--- config.mk ---
export PLATFORM = sky130hd
export DESIGN_NAME = iter_sqacc_engine
export DESIGN_NICKNAME = d
export VERILOG_FILES = /design/src/rtl/iter_sqacc_engine.sv
export SDC_FILE = /design/constraint.sdc
export NUM_CORES = 2
export LEC_CHECK = 0
export BUFFER_PORTS_ARGS = -buffer_cell sky130_fd_sc_hd__buf_2
export CORE_ASPECT_RATIO = 1.5
export CORE_MARGIN = 1
export CORE_UTILIZATION = 40
export DETAILED_ROUTE_END_ITERATION = 10
export SKIP_CTS_REPAIR_TIMING = 1
export SLEW_MARGIN = 25
export SYNTH_ARGS = -nofsm -noshare
export SYNTH_HDL_FRONTEND = slang
export SYNTH_SLANG_ARGS = --single-unit
--- constraint.sdc ---
create_clock -name clk -period 22.5 [get_ports clk]
set_input_delay 2.25 -clock clk [delete_from_list [all_inputs] [get_ports clk]]
set_output_delay 2.25 -clock clk [all_outputs]
set_load 0.01 [all_outputs]
--- src/rtl/iter_sqacc_engine.sv ---
// Iterative square-accumulate engine: NCH lanes each run acc = (acc + comp)^2 for ITERS cycles,
// gated by a parity-history register. Optional abort input is enabled with ITER_SQACC_ABORT_EN.
module iter_sqacc_engine #(
  parameter int WIDTH = 32,
  parameter int NCH   = 2,
  parameter int ITERS = 10,
  parameter int HIST  = 10
) (
  input  logic                 clk,
  input  logic                 rst,
  input  logic                 in_valid,
  output logic                 in_ready,
  input  logic                 in_cond,
  input  logic [NCH*WIDTH-1:0] in_comp,
  output logic                 out_valid,
  input  logic                 out_ready,
  output logic [NCH*WIDTH-1:0] out_data,
  output logic                 out_gated,
`ifdef ITER_SQACC_ABORT_EN
  input  logic                 abort,
`endif
  output logic [1:0]           dbg_state,  // 0 = IDLE, 1 = RUN, 2 = DONE
  output logic [HIST-1:0]      dbg_hist
);

  // Handshakes: a transfer happens on a posedge where valid & ready are both high; a
  // producer holds valid and its payload until that edge, and ready never depends on valid.

  localparam int CW = (ITERS > 1) ? $clog2(ITERS) : 1;

  typedef enum logic [1:0] {
    IDLE = 2'd0,
    RUN  = 2'd1,
    DONE = 2'd2
  } state_t;

  state_t           state, state_next;
  logic [HIST-1:0]  hist, hist_next;
  logic [CW-1:0]    cnt;
  logic [WIDTH-1:0] acc [NCH];
  logic [WIDTH-1:0] comp [NCH];
  logic [WIDTH-1:0] sq [NCH];
  logic             gate, par, last_iter, abort_run;

`ifdef ITER_SQACC_ABORT_EN
  assign abort_run = abort;
`else
  assign abort_run = 1'b0;
`endif

  assign gate      = hist[HIST-1] | in_cond;
  assign par       = (^hist) ^ in_cond;
  // Shifting left and OR-ing in the new bit also covers HIST == 1.
  assign hist_next = (hist << 1) | HIST'(par);
  assign last_iter = (cnt == CW'(ITERS - 1));

  assign in_ready  = (state == IDLE);
  assign out_valid = (state == DONE);
  assign dbg_state = state;
  assign dbg_hist  = hist;

  always_comb begin
    for (int k = 0; k < NCH; k++) begin
      sq[k] = (acc[k] + comp[k]) * (acc[k] + comp[k]);
    end
  end

  // acc is itself a register, so the result bus carries no arithmetic path.
  always_comb begin
    out_data = '0;
    for (int k = 0; k < NCH; k++) begin
      out_data[k*WIDTH +: WIDTH] = acc[k];
    end
  end

  always_comb begin
    state_next = state;
    case (state)
      IDLE: if (in_valid) state_next = gate ? RUN : DONE;
      RUN: begin
        if (abort_run)      state_next = IDLE;
        else if (last_iter) state_next = DONE;
      end
      DONE: if (out_ready) state_next = IDLE;
      default: state_next = IDLE;
    endcase
  end

  always_ff @(posedge clk) begin
    if (rst) state <= IDLE;
    else     state <= state_next;
  end

  always_ff @(posedge clk) begin
    if (rst) begin
      hist      <= '0;
      cnt       <= '0;
      out_gated <= 1'b0;
      for (int k = 0; k < NCH; k++) begin
        acc[k]  <= '0;
        comp[k] <= '0;
      end
    end else begin
      case (state)
        IDLE: begin
          if (in_valid) begin
            hist      <= hist_next;
            cnt       <= '0;
            out_gated <= gate;
            for (int k = 0; k < NCH; k++) begin
              acc[k]  <= '0;
              comp[k] <= in_comp[k*WIDTH +: WIDTH];
            end
          end
        end
        RUN: begin
          if (!abort_run) begin
            cnt <= cnt + CW'(1);
            for (int k = 0; k < NCH; k++) acc[k] <= sq[k];
          end
        end
        default: ;
      endcase
    end
  end

endmodule

==> impl_metrics.json <==
{
  "finalCritPeriodShare": 0.483,
  "setup_tns_ps": 0,
  "num_rows": 132,
  "max_freq_mhz": 92.1,
  "rsz0062_at_grt": "no",
  "critPathCaptureType": "flip-flop",
  "crit_slowest_cell": "xnor2_1",
  "ys_seq_elements": 141,
  "grt_pass1_vias": 28424,
  "area.growth.synth_to_final_pct": 8.08,
  "ys_warn_count": 0,
  "cts.sink_count": 141,
  "clock_skew_ps": 23.4,
  "synth_edf_count": 124,
  "dp_hpwl_um": 86800,
  "io_pins": 148,
  "period_needed_ps": 10860,
  "reg2reg_depth": 30,
  "drc": 0,
  "synth_area_leaders": "fa_1, ha_1, edfxtp_1",
  "finalMaxSlewViolations": 0,
  "path_max_fanout": 5,
  "clkTransAtPathRegs_ps": 70,
  "drive_gt1_frac": 0.0760,
  "antenna_found_initial": 4,
  "rrSetupSlack_ps": 11640,
  "setup_viol": 0,
  "gr-total-overflow": 0,
  "syn_area_mm2": 0.0351,
  "cts-root-buf": "clkbuf_16",
  "routedWlPerCell_um": 20.9,
  "relSlewSlack": 0.276,
  "syn_avg_cell_area_um2": 9.44,
  "clock_path_buffers": 2,
  "path_depth": 30,
  "worstSkewPairLatency_ps": 510,
  "syn_inst": 3720,
  "ys_types": 85,
  "grt_pass1_wl_um": 163000,
  "io_buffers": 143,
  "ant_nets": 0,
  "synth_most_common_cell": "inv_1",
  "drt-total-wl_um": 104000,
  "synth_ff_type": "edfxtp_1",
  "hold_violations": 0,
  "firstDrtPassIters": 5,
  "cp_slowest_stage_delay_ps": 840,
  "status": "finished clean",
  "synth.yosys.seq_area_share": 0.116,
  "crit_arrival_ps": 11090,
  "h-tree-depth": 4,
  "fin_cells": 4982,
  "path_buf_inv": 4,
  "dpl.cell_count": 4949,
  "core_region_area_mm2": 0.0867,
  "cts_tree": "yes",
  "hold_depth": 2,
  "drtIter0Drc": 1376,
  "die_w_um": 244,
  "fin_nets": 4950,
  "vias": 25768,
  "dieArea_mm2": 0.0890,
  "viasPerCell": 5.17,
  "worstPathRequired_ps": 22740,
  "yosysTopAreaCellShare": 0.418,
  "post_dp_cell_area_mm2": 0.0374,
  "numCtsBuffers": 17,
  "worstMarginPinSlew_ps": 1080,
  "grt_max_degree": 63,
  "netlist_top_cells_count": "inv_1, fa_1, ha_1",
  "finalInstanceArea_mm2": 0.0380,
  "startpoint_type": "flip-flop",
  "start_util": 0.405,
  "critPathTopFamily": "adder cells",
  "synth_async_sr_flop_share": 0,
  "hold_class": "flip-flop to flip-flop",
  "drv_cap": 0,
  "crit_path_frequent_cell": "fa_1",
  "crit_type": "flip-flop to flip-flop",
  "groute.usage.overall": 0.245,
  "yosys.area.top_type": "fa_1",
  "place_congestion": 0.953,
  "die_height_um": 365
}
-- worst min-delay path, stage by stage, from the launching register on --
cell	delay (ps)
dfxtp_1	310
nand2_1	50
a21oi_1	60
-- through the flow --
step,hold WS [ps],utilization,setup WS [ps]
2_1_floorplan,481,-,13790
3_3_place_gp,452,0.430,11900
3_5_place_dp,463,0.431,11860
4_1_cts,473,0.438,11790
5_1_grt,505,0.438,11230
6_report,477,0.438,11640
-- cell usage in the layout (no fill, tap or decap), types with 19 or more instances in the layout --
| cell | synthesis | routed |
|---|---|---|
| fa_1 | 733 | 733 |
| and3_1 | 21 | 21 |
| edfxtp_1 | 124 | 124 |
| nand2_1 | 298 | 298 |
| clkbuf_16 | 0 | 19 |
| a21o_1 | 67 | 67 |
| nor3_1 | 45 | 45 |
| and2_1 | 123 | 123 |
| buf_4 | 3 | 56 |
| xnor2_1 | 90 | 86 |
| o21ai_0 | 56 | 56 |
| nand3_1 | 26 | 26 |
| inv_1 | 897 | 897 |
| nand2b_1 | 26 | 24 |
| ha_1 | 319 | 319 |
| nor2_1 | 318 | 317 |
| xor2_1 | 65 | 61 |
| buf_2 | 6 | 143 |
| a21oi_1 | 106 | 106 |
-- kinds of logic after synthesis --
group	synth area share
flip-flops	0.116
XOR/XNOR	0.0391
multiplexers	0.00303
buffers and inverters	0.110
AND/OR/NAND/NOR	0.125
AO/OA/AOI/OAI	0.0759
adder cells (fa/ha/maj)	0.531
other	0.000107
-- layout make-up --
| cell class | count | area [um^2] |
|---|---|---|
| clock inverters | 12 | 120 |
| diodes | 1 | 2.50 |
| repair buffers | 200 | 1160 |
| fillers | 8520 | 48700 |
| clock buffers | 20 | 479 |
| inverters | 904 | 3390 |
| multi-input cells | 2565 | 27300 |
| flip-flops and latches | 141 | 4060 |
| well taps | 1139 | 1430 |
-- layer usage --
layer | share of wire | vias up | track usage
met5 | 0.00017 | - | 0
met4 | 0.067 | 2 | 0.144
met3 | 0.053 | 293 | 0.0387
met2 | 0.52 | 775 | 0.449
met1 | 0.36 | 13072 | 0.264
li1 | - | 11626 | -
-- sequential cells by signal, summed over array words and instances (netlist names) --
name	cells
out_gated	1
dbg_hist	10
cnt	4
dbg_state	2
acc	62
comp	62
-- final timing paths --
check / start / end
max: acc[0][34] / acc[0][63]
min: out_gated / out_gated
max reg2reg: acc[0][34] / acc[0][63]
min reg2reg: out_gated / out_gated
Power is left out: the tool's default activity adds up to more than one toggle a clock period on the data nets, which glitch-free logic cannot reach.
